## config.mk

```make
export PLATFORM = sky130hd
export DESIGN_NAME = apb_emulator
export DESIGN_NICKNAME = d
export VERILOG_FILES = /design/src/rtl/apb_emulator.sv
export SDC_FILE = /design/constraint.sdc
export NUM_CORES = 1
export LEC_CHECK = 0
export CAP_MARGIN = 20
export CORE_UTILIZATION = 45
export DETAILED_ROUTE_END_ITERATION = 8
export GPL_TIMING_DRIVEN = 0
export PLACE_DENSITY = 0.64
export SETUP_SLACK_MARGIN = 0.1
export SLEW_MARGIN = 20
export SYNTH_ARGS = -nofsm -noshare
export SYNTH_HDL_FRONTEND = slang
export SYNTH_SLANG_ARGS = --single-unit
export TNS_END_PERCENT = 20
```

## constraint.sdc

```tcl
create_clock -name apb_clk_i -period 8.6 [get_ports apb_clk_i]
set_clock_uncertainty 0.1 [all_clocks]
set_input_delay 0.86 -clock apb_clk_i [delete_from_list [all_inputs] [get_ports apb_clk_i]]
set_output_delay 0.86 -clock apb_clk_i [all_outputs]
set_load 0.05 [all_outputs]
```

## src/rtl/apb_emulator.sv

```systemverilog
`timescale 1ns/1ps
// Self-sequencing APB master: writes a pattern, reads it back and compares,
// then reports mismatch/slave-error counts with one summary write and idles until reset.
module apb_emulator #(
  parameter int unsigned NUM_TRANS      = 8,
  parameter int unsigned START_DELAY    = 2,
  parameter logic [31:0] SUMMARY_OFFSET = 32'h0000_0100,
  parameter logic [2:0]  PROT           = 3'b000
) (
  input  logic        apb_clk_i,
  input  logic        apb_resetn_i,
  output logic        apb_clk_en_o,
  output logic [31:0] apb_addr_o,
  output logic        apb_sel_o,
  output logic        apb_enable_o,
  output logic        apb_write_o,
  output logic [3:0]  apb_strb_o,
  output logic [2:0]  apb_prot_o,
  output logic [31:0] apb_wdata_o,
  input  logic        apb_ready_i,
  input  logic [31:0] apb_rdata_i,
  input  logic        apb_slverr_i,
  input  logic [31:0] emulator_id_i
);

  localparam int unsigned IDX_W = 16;
  localparam int unsigned CNT_W = 16;
  localparam int unsigned DLY_W = 16;
  localparam logic [IDX_W-1:0] LAST_IDX = IDX_W'(NUM_TRANS - 1);
  localparam logic [DLY_W-1:0] LAST_DLY = DLY_W'(START_DELAY - 1);
  localparam logic [CNT_W-1:0] CNT_MAX  = '1;

  typedef enum logic [2:0] {ST_START, ST_SETUP, ST_ACCESS, ST_GAP, ST_DONE} state_t;
  typedef enum logic [1:0] {PH_WRITE, PH_READ, PH_SUMMARY} phase_t;

  state_t           state;
  phase_t           phase;
  logic [IDX_W-1:0] idx;
  logic [DLY_W-1:0] dly_cnt;
  logic [31:0]      base;
  logic [CNT_W-1:0] mismatch_cnt;
  logic [CNT_W-1:0] slverr_cnt;

  phase_t           nxt_phase;
  logic [IDX_W-1:0] nxt_idx;
  logic             nxt_done;
  logic [31:0]      nxt_addr;
  logic [31:0]      nxt_wdata;
  logic             nxt_write;
  logic [31:0]      exp_rdata;

  // Parameters of the transfer that follows the current one (used leaving GAP)
  always_comb begin
    nxt_phase = phase;
    nxt_idx   = idx;
    nxt_done  = 1'b0;
    case (phase)
      PH_WRITE: begin
        if (idx == LAST_IDX) begin
          nxt_phase = PH_READ;
          nxt_idx   = '0;
        end else begin
          nxt_idx = idx + IDX_W'(1);
        end
      end
      PH_READ: begin
        if (idx == LAST_IDX) begin
          nxt_phase = PH_SUMMARY;
          nxt_idx   = '0;
        end else begin
          nxt_idx = idx + IDX_W'(1);
        end
      end
      default: nxt_done = 1'b1;
    endcase

    nxt_addr  = base + {14'b0, nxt_idx, 2'b00};
    nxt_wdata = {16'hA5A5, nxt_idx} ^ base;
    nxt_write = 1'b1;
    if (nxt_phase == PH_READ) begin
      nxt_write = 1'b0;
      nxt_wdata = '0;
    end else if (nxt_phase == PH_SUMMARY) begin
      nxt_addr  = base + SUMMARY_OFFSET;
      nxt_wdata = {slverr_cnt, mismatch_cnt};
    end
  end

  assign exp_rdata = {16'hA5A5, idx} ^ base;

  // Sequencer with registered bus outputs
  always_ff @(posedge apb_clk_i or negedge apb_resetn_i) begin
    if (!apb_resetn_i) begin
      state        <= ST_START;
      phase        <= PH_WRITE;
      idx          <= '0;
      dly_cnt      <= '0;
      base         <= '0;
      mismatch_cnt <= '0;
      slverr_cnt   <= '0;
      apb_clk_en_o <= 1'b0;
      apb_addr_o   <= '0;
      apb_sel_o    <= 1'b0;
      apb_enable_o <= 1'b0;
      apb_write_o  <= 1'b0;
      apb_strb_o   <= '0;
      apb_prot_o   <= '0;
      apb_wdata_o  <= '0;
    end else begin
      case (state)
        ST_START: begin
          if (dly_cnt == LAST_DLY) begin
            state        <= ST_SETUP;
            base         <= emulator_id_i;
            phase        <= PH_WRITE;
            idx          <= '0;
            apb_clk_en_o <= 1'b1;
            apb_addr_o   <= emulator_id_i;
            apb_sel_o    <= 1'b1;
            apb_enable_o <= 1'b0;
            apb_write_o  <= 1'b1;
            apb_strb_o   <= 4'hF;
            apb_prot_o   <= PROT;
            apb_wdata_o  <= 32'hA5A5_0000 ^ emulator_id_i;
          end else begin
            dly_cnt <= dly_cnt + DLY_W'(1);
          end
        end
        ST_SETUP: begin
          state        <= ST_ACCESS;
          apb_enable_o <= 1'b1;
        end
        ST_ACCESS: begin
          if (apb_ready_i) begin
            state        <= ST_GAP;
            apb_sel_o    <= 1'b0;
            apb_enable_o <= 1'b0;
            if (phase != PH_SUMMARY && apb_slverr_i && slverr_cnt != CNT_MAX)
              slverr_cnt <= slverr_cnt + CNT_W'(1);
            if (phase == PH_READ && apb_rdata_i != exp_rdata && mismatch_cnt != CNT_MAX)
              mismatch_cnt <= mismatch_cnt + CNT_W'(1);
          end
        end
        ST_GAP: begin
          if (nxt_done) begin
            state        <= ST_DONE;
            apb_clk_en_o <= 1'b0;
            apb_addr_o   <= '0;
            apb_write_o  <= 1'b0;
            apb_strb_o   <= '0;
            apb_prot_o   <= '0;
            apb_wdata_o  <= '0;
          end else begin
            state       <= ST_SETUP;
            phase       <= nxt_phase;
            idx         <= nxt_idx;
            apb_sel_o   <= 1'b1;
            apb_addr_o  <= nxt_addr;
            apb_write_o <= nxt_write;
            apb_wdata_o <= nxt_wdata;
          end
        end
        ST_DONE: state <= ST_DONE;
        default: state <= ST_START;
      endcase
    end
  end

endmodule

```

==> results of run 1 <==
==> final cells by class <==
type | count | area, sq um | area share [%]
buffer | 87 | 410 | 3.20
clock inverter | 14 | 178 | 1.39
tap | 285 | 357 | 2.78
multi-input combinational | 885 | 5700 | 44.5
timing repair buffer | 141 | 1450 | 11.3
clock buffer | 17 | 425 | 3.32
inverter | 17 | 63.8 | 0.498
sequential | 169 | 4230 | 33.0
==> cells by family after synthesis <==
family / after synthesis
multiplexers: 27
buffers and inverters: 104
XOR/XNOR: 145
other: 1
AO/OA/AOI/OAI: 273
adder cells (fa/ha/maj): 28
AND/OR/NAND/NOR: 409
flip-flops: 169
==> flip-flops by register name, indices dropped and copies added, names as in the netlist <==
| register | cells |
|---|---|
| apb_write_o | 1 |
| idx | 16 |
| phase | 2 |
| apb_strb_o | 1 |
| state | 3 |
| base | 32 |
| apb_sel_o | 1 |
| apb_wdata_o | 32 |
| mismatch_cnt | 16 |
| apb_enable_o | 1 |
| apb_addr_o | 32 |
| slverr_cnt | 16 |
| dly_cnt | 16 |
==> final timing paths <==
| path | end | slack [ns] |
|---|---|---|
| worst max-delay path | apb_addr_o[26] | 3.71 |
| worst min-delay path | dly_cnt[6] | 0.18 |
| worst max register to register | apb_addr_o[26] | 3.71 |
| worst min register to register | dly_cnt[15] | 0.38 |
| max in group asynchronous | mismatch_cnt[8] | 7.21 |
| min in group apb_clk_i | dly_cnt[15] | 0.38 |
==> stage by stage <==
step | cell area (sq um) | TNS (ns)
after global routing | 12800 | 0
final | 12800 | 0
after global placement | 12200 | -126.84
after detailed placement | 12200 | 0
after floorplan | 10400 | 0
after CTS | 12800 | 0
==> power breakdown <==
part	internal, uW	switching [uW]	leakage [uW]
Combinational	935	1650	0.00338
Clock	416	389	0.000290
Sequential	1080	269	0.00213
==> cells in the final DEF, fill, tap and decap left out, types with 17 or more instances in the layout <==
cell type and instances:
nand2_1 177, dfrtp_1 169, clkdlybuf4s50_1 138, xnor2_1 88
nor2_1 69, a21oi_1 69, xor2_1 49, clkbuf_1 48
nand3_1 46, o21ai_0 46, o21ai_1 37, nand4_1 30
ha_1 27, mux2i_1 24, buf_2 22, and3_1 21
o21a_1 21, inv_1 17, o22ai_1 17, clkbuf_16 17
==> metal layers <==
metal / share of wire [%] / global-route usage [%] / wire, um / vias to the layer above
met5: 0 / 0 / 0 / -
met4: 3.0 / 11.2 / 1060 / 0
met3: 7.6 / 6.26 / 2680 / 77
met2: 43 / 44.2 / 15300 / 422
met1: 46 / 44.5 / 16400 / 4617
li1: - / - / - / 4365
==> reports/metrics.cfg, run 1 <==
[synthesis]
synth_top_family_by_area=simple AND/OR/NAND/NOR gates
yosysTopAreaCellShare_pct=40.7
synthTopCellsByCount=nand2_1, dfrtp_1, xnor2_1
synth_area_sq_um=10400
synth-main-ff-cell=dfrtp_1
synth_compound_area_share_pct=16.3
yosysWarnings=0
synth_simple_gate_area_share_pct=19.0
async_reset_ff_share_pct=100
synth-edff-count=0
ys_ff_latch=169
netlist_instances=1156
ys_types=73
synthTopCellsByArea=dfrtp_1, xnor2_1, nand2_1, xor2_1, a21oi_1
synth_xor_area_share_pct=13.3
synth-adder-area-share_pct=3.44
synth.area.mux_share_pct=2.67
synth.yosys.seq_area_share_pct=40.7
synth_top_area_cell=dfrtp_1
synth_most_common_cell=nand2_1
syn_avg_cell_area_sq_um=8.99

[clocking]
clkSinkCount=169
root_buffer=clkbuf_16
cts_resized=0
ctsHoldBuffers=0
postCtsSetupRepairBufs=0
cts_buffers=17
clk_pin_slew_ns=0.08
clk_latency_ns=0.45
clockBufferDepth=2
cts_tree=built
htreeDepth=4

[route]
post_drt_wl_per_cell_um=21.9
drc_errors=0
ant_nets=0
drtIter0Drc=899
viasPerCell=5.87
vias=9481
routed_wl_um=35400
dr.pass1.iters=5

[timing]
min_period_ns=4.89
tightestPinTransition_ns=0.960
drv_slew=0
timing.fmax_mhz=205
hold_ws_ns=0.178
hold_viol=0
relSlewSlack_pct=35.8
rsz0062_at_grt=no
min_period_over_period_pct=56.8
finalSetupViolCount=0
setup_slack_ns=3.71

[critical_path]
cp_common_cell=ha_1
cp_cell_sequence=ha_1, nor4b_4, and4_1, buf_4, clkbuf_1, nor3_1, a21o_1, ha_1, fa_1, nand3_1, a211oi_1, o2111ai_1, a21oi_1, mux2i_1, o21ai_0, a31o_1
crit_buf_inv=2
critPathRequiredTime_ns=8.84
end_kind=flip-flop
worst_path_max_delay_cell=mux2i_1
critical_path_arrival_ns=5.13
cp-startpoint=idx[1]
max_stage_delay_ns=0.70
path_depth=16
critPathMaxFanout=10
regToRegStartpoint=idx[1]
start_kind=flip-flop
cp_top_family=compound AO/OA/AOI/OAI gates
critPathKind=reg -> reg
rr_worst_depth=16

[floorplanning]
io_pins=143
coreArea_sq_um=22600
rows=55
fp.dieH_um=154
die_w_um=154
dieArea_sq_um=23700
initial_utilization_pct=45.9

[global_route]
gr-total-overflow=0
grt_use_total_pct=30.5
first_global_vias=9111
antenna_found_initial=0
grt_max_degree=73
grt_pass1_wl_um=54100

[cells_and_area]
area_delta_synth_final_pct=23.3
stdcell_count=1615
n_antenna_cell=0
drive_above_1_share_pct=6.54
fill_cells=2074
final_util_pct=56.6
finalNetCount=1414

[placement]
port_buffers=139
place_congestion=0.949
dp.final_hpwl_um=26800
placedCellCount=1584
place_ws_ns=3.83

[min_path]
hold_path_class=in -> async

[power_and_ir_drop]
p_per_area_nw_per_um2=369
p_leak_uw=0.00579
ir_drop_mv=0.271
total_power_uw=4730

[flow_run]
cap_violations=0

[status]
outcome=completed

Note: power is estimated with default switching activity, not from simulation.
==> run 2, diff against run 1 <==
==> constraint.sdc (replaced) <==
create_clock -name apb_clk_i -period 4.5 [get_ports apb_clk_i]
set_clock_uncertainty 0.1 [all_clocks]
set_input_delay 0.45 -clock apb_clk_i [delete_from_list [all_inputs] [get_ports apb_clk_i]]
set_output_delay 0.45 -clock apb_clk_i [all_outputs]
set_load 0.05 [all_outputs]
==> run 2 against run 1 <==
  * Combinational power rose by 91%
  * Via count grew 0.43%
  * Register-to-register slack got worse by 3.4 ns
  * Setup slack worse by 3.4 ns
  * Final cell count increased by 0.25%
  * Critical endpoint is now apb_addr_o[29]
  * Sequential power is 92% higher
  * Core utilization up 0.22 points
  * First-iteration DRC count fell by 5.3%
  * Global-route usage decreased by 0.055 points
  * Wire length about the same
  * Clock power rose by 92%
==> reports/metrics.cfg, run 2 (synthesis gave the netlist of run 1 again) <==
[route]
routed_wl_um=35400
ant_nets=0
top_layer_used=met4
vias=9522
wl_met2_um=15400
post_drt_wl_per_cell_um=21.9
wl_met3_um=2750
drt-met1-wl_um=16300
drtIter0Drc=851
dr.pass1.iters=5
viasPerCell=5.88
drc_errors=0

[min_path]
hold_path_class=in -> async

[floorplanning]
fp.dieH_um=154
die_w_um=154
initial_utilization_pct=45.9
rows=55
dieArea_sq_um=23700
coreArea_sq_um=22600
io_pins=143

[clocking]
clkSinkCount=169
clk_pin_slew_ns=0.08
clockBufferDepth=2
htreeDepth=4
cts_tree=built
root_buffer=clkbuf_16
cts_buffers=17
clk_latency_ns=0.44

[timing]
min_period_over_period_pct=93.8
min_period_ns=4.22
rsz0062_at_grt=no
tns_ns=0
relSlewSlack_pct=36.2
tightestPinTransition_ns=0.954
hold_viol=0
finalSetupViolCount=0
drv_slew=0
timing.fmax_mhz=237

[cells_and_area]
n_antenna_cell=0
final_cell_mix=nand2_1, dfrtp_1, clkdlybuf4s50_1
reg.largest.list=apb_addr_o: 32 flops, apb_wdata_o: 32 flops, base: 32 flops
finalNetCount=1418
final_common_cell=nand2_1
final_util_pct=56.8
area_delta_synth_final_pct=23.8
drive_above_1_share_pct=6.90

[global_route]
first_global_vias=9077
gr-total-overflow=0
grt_pass1_wl_um=54000
grt_use_total_pct=30.4
grt_max_degree=73
antenna_found_initial=0

[power_and_ir_drop]
ir_drop_mv=0.518
p_per_area_nw_per_um2=703
total_power_uw=9040
power_frac_clock_pct=17.0
p_seq_share_pct=28.4
power.switching_uw=4400
power.share.switching_pct=48.7
p_int_uw=4640
comb_power_share_pct=54.6
p_leak_uw=0.00581

[critical_path]
end_kind=flip-flop
cp-endpoint=apb_addr_o[29]
critPathRequiredTime_ns=4.73
r2r_end=apb_addr_o[29]
start_kind=flip-flop
rr_worst_depth=13
cp-startpoint=idx[1]
critPathMaxFanout=16
critical_path_arrival_ns=4.45
regToRegStartpoint=idx[1]
critPathKind=reg -> reg
r2r_setup_slack_ns=0.28

[placement]
dp.final_hpwl_um=26800
port_buffers=139
place_congestion=0.949

[flow_run]
cap_violations=0

[status]
outcome=completed

run 2: cell types whose count changed in the layout (fill, tap and decap cells not counted), sizes merged:
cell	delta
buf	+4
clkbuf	-1
dlygate4sd3	+1
run 2: power by group through the flow:
stage	Combinational (uW)	Clock [uW]	Sequential (uW)
final	4930	1540	2570
after global routing	5270	1600	2630
after CTS	4890	1540	2560
after detailed placement	4860	0	2590
after global placement	4800	0	2580
after floorplan	2300	0	3480
run 2: through the flow:
step | cell area, sq um | std cells | worst slack [ns] | hold WS (ns)
2_1_floorplan | 10400 | 1158 | 0.771 | 0.0544
3_3_place_gp | 12200 | 1582 | -4.46 | 0.364
3_5_place_dp | 12200 | 1584 | -0.274 | 0.251
4_1_cts | 12800 | 1615 | 0.172 | 0.377
5_1_grt | 12900 | 1619 | 0.121 | 0.389
6_report | 12900 | 1619 | 0.279 | 0.364
run 2: worst max-delay path, cell delays in order (launching register included):
cell and delay [ns]:
dfrtp_1 0.47, ha_1 0.32, nor4b_4 0.27, and4_1 0.23, buf_4 0.27, o21ai_1 0.27
ha_1 0.35, a21o_1 0.19, a221o_1 0.35, a21oi_2 0.31, o2111ai_2 0.23, a22oi_4 0.34
nor2_1 0.09, a311o_1 0.32
run 2: repair_timing:
item                                    CTS  global route
pin swaps                                 0             1
endpoints found under the hold margin    37             0
hold buffers                              1             0
buffers inserted                          0             4
gates resized for setup                   1             1
endpoints found under the setup margin   12             4
run 2: layout make-up:
type,count,area (sq um)
Buffer,86,407
Sequential cell,169,4230
Tap cell,285,357
Fill cell,2067,9770
Clock buffer,17,425
Inverter,17,63.8
Clock inverter,14,178
Timing Repair Buffer,146,1490
Multi-Input combinational cell,885,5720
run 2: layer usage:
layer  track usage, %  vias up
met1             44.6     4624
met3             5.98       66
met4             10.8        0
met2             44.3      449
li1                 -     4383
met5                0        -
run 2: worst min path at each step:
stage | from | to | cells after the start
2_1_floorplan | apb_resetn_i | apb_addr_o[0] | 0
6_report | apb_resetn_i | dly_cnt[6] | 2
4_1_cts | apb_resetn_i | dly_cnt[6] | 2
3_3_place_gp | dly_cnt[15] | dly_cnt[15] | 1
3_5_place_dp | apb_resetn_i | dly_cnt[6] | 1
5_1_grt | apb_resetn_i | dly_cnt[6] | 2
==> run 3, diff against run 2 <==
--- a/config.mk
+++ b/config.mk
@@ -6,12 +6,13 @@
 export NUM_CORES = 1
 export LEC_CHECK = 0
 export CAP_MARGIN = 20
+export CORE_MARGIN = 8
 export CORE_UTILIZATION = 45
 export DETAILED_ROUTE_END_ITERATION = 8
 export GPL_TIMING_DRIVEN = 0
 export PLACE_DENSITY = 0.64
 export SETUP_SLACK_MARGIN = 0.1
-export SLEW_MARGIN = 20
+export SLEW_MARGIN = 5
 export SYNTH_ARGS = -nofsm -noshare
 export SYNTH_HDL_FRONTEND = slang
 export SYNTH_SLANG_ARGS = --single-unit
==> run 3 against run 2 <==
  * Maximum frequency rose by 1.6%
  * Count of clock-buffer cells in the layout did not move
  * Sequential power barely moved
  * Total power grew 0.19%
  * Global-route usage is 4.5 points lower
  * Setup slack better by 0.065 ns
  * Sequential share of layout area is essentially flat
  * Non-clock buffer count unchanged
  * Die area up 19%
  * Final cell count unchanged
  * Design area shrank 0.13%
  * Critical path type unchanged
  * Largest cell class unchanged
==> reports/metrics.cfg, run 3 (synthesis gave the netlist of run 1 again) <==
[status]
outcome=completed

[floorplanning]
initial_utilization_pct=45.9
dieArea_sq_um=28200
fp.dieH_um=168
die_w_um=168
rows=55
io_pins=143
coreArea_sq_um=22600

[critical_path]
critPathRequiredTime_ns=4.73
r2r_end=apb_addr_o[29]
rr_worst_depth=13
critical_path_arrival_ns=4.38
max_stage_delay_ns=0.44
cp_common_cell=ha_1
end_kind=flip-flop
start_kind=flip-flop
cp-endpoint=apb_addr_o[29]
cp_cell_sequence=ha_1, nor4b_4, and4_1, buf_4, o21ai_1, ha_1, a21o_1, a221o_1, a21oi_2, o2111ai_2, a22oi_4, nor2_1, a311o_1
critPathMaxFanout=16
critPathKind=reg -> reg
cp-startpoint=idx[1]
r2r_setup_slack_ns=0.34
regToRegStartpoint=idx[1]
worst_path_max_delay_cell=dfrtp_1

[timing]
tns_ns=0
tightestPinTransition_ns=1.03
min_period_over_period_pct=92.4
drv_slew=0
timing.fmax_mhz=241
hold_viol=0
min_period_ns=4.16
relSlewSlack_pct=31.4
hold_ws_ns=0.383
finalSetupViolCount=0
rsz0062_at_grt=no

[placement]
place_congestion=0.921
placedCellCount=1584
dp.final_hpwl_um=27800
port_buffers=139

[clocking]
clk_pin_slew_ns=0.07
cts_tree=built
clk_latency_ns=0.44
root_buffer=clkbuf_16
cts_buffers=17
htreeDepth=4
clkSinkCount=169
clockBufferDepth=2

[power_and_ir_drop]
p_per_area_nw_per_um2=705
ir_drop_mv=0.507
total_power_uw=9060
p_leak_uw=0.00580

[global_route]
gr-total-overflow=0
grt_max_degree=98
grt_pass1_wl_um=56200
first_global_vias=9455
grt_use_total_pct=26.0
antenna_found_initial=0

[cells_and_area]
finalNetCount=1418
stdcell_count=1619
n_antenna_cell=0
final_common_cell=nand2_1
reg.largest.list=apb_addr_o: 32 flops, apb_wdata_o: 32 flops, base: 32 flops
area_delta_synth_final_pct=23.6
drive_above_1_share_pct=6.82
final_cell_mix=nand2_1, dfrtp_1, clkdlybuf4s50_1
final_util_pct=56.8

[route]
post_drt_wl_per_cell_um=22.7
routed_wl_um=36700
dr.pass1.iters=5
ant_nets=0
drtIter0Drc=994
vias=9532
viasPerCell=5.89
drc_errors=0

[min_path]
hold_path_class=reg -> reg

[flow_run]
cap_violations=0

==> run 3: changes by cell type in the layout (fill, tap and decap cells not counted) <==
cell	before	now
buf_6	2	3
nor2_2	1	0
nor2_1	69	70
clkinv_4	2	3
inv_6	4	2
buf_16	2	1
inv_8	2	3
==> run 3: power by group <==
group	total (uW)	switching (uW)	internal (uW)
Clock	1530	734	795
Combinational	4960	3170	1790
Sequential	2570	512	2060
==> run 3: worst min path at each step <==
stage	from	to	slack (ns)	cells past startpoint
after floorplan	apb_resetn_i	apb_addr_o[0]	0.05	0
after global placement	dly_cnt[15]	dly_cnt[15]	0.37	1
after detailed placement	apb_resetn_i	dly_cnt[7]	0.37	1
after CTS	dly_cnt[15]	dly_cnt[15]	0.39	1
after global routing	dly_cnt[15]	dly_cnt[15]	0.41	1
final	dly_cnt[15]	dly_cnt[15]	0.38	1
==> run 3: per-layer routing <==
layer,share of wire (%),track usage [%],up-vias
li1,-,-,4375
met1,44,35.8,4694
met2,45,39.2,408
met3,8.7,6.59,55
met4,2.4,8.58,0
met5,0,0,-
==> run 3: final cells by class <==
| type | instances | area, sq um |
|---|---|---|
| fillers | 2056 | 9790 |
| multi-input cells | 885 | 5710 |
| flip-flops and latches | 169 | 4230 |
| repair buffers | 146 | 1480 |
| clock buffers | 17 | 425 |
| plain buffers | 86 | 407 |
| well taps | 285 | 357 |
| clock inverters | 14 | 180 |
| inverters | 17 | 63.8 |
==> run 3: timing repair <==
item                                   in CTS  in global routing
buffers inserted                            0                  4
setup endpoints to repair                   9                  5
hold buffers                                1                  0
endpoints found under the hold margin      72                  0
cloned                                      0                  0
pin swaps                                   0                  1
resized for setup                           1                  1
==> run 3: metrics by stage <==
stage / setup slack (ns) / area (sq um)
6_report: 0.344 / 12800
5_1_grt: 0.134 / 12800
4_1_cts: 0.110 / 12800
3_5_place_dp: -0.240 / 12200
3_3_place_gp: -4.49 / 12200
2_1_floorplan: 0.771 / 10400
==> run 3: critical path: cells and delay by family, from the launching register on <==
family          cells  cell delay, ns
compound gates      7            1.98
simple gates        3            0.59
buf+inv             1            0.27
flops               1            0.44
fa+ha+maj           2            0.65
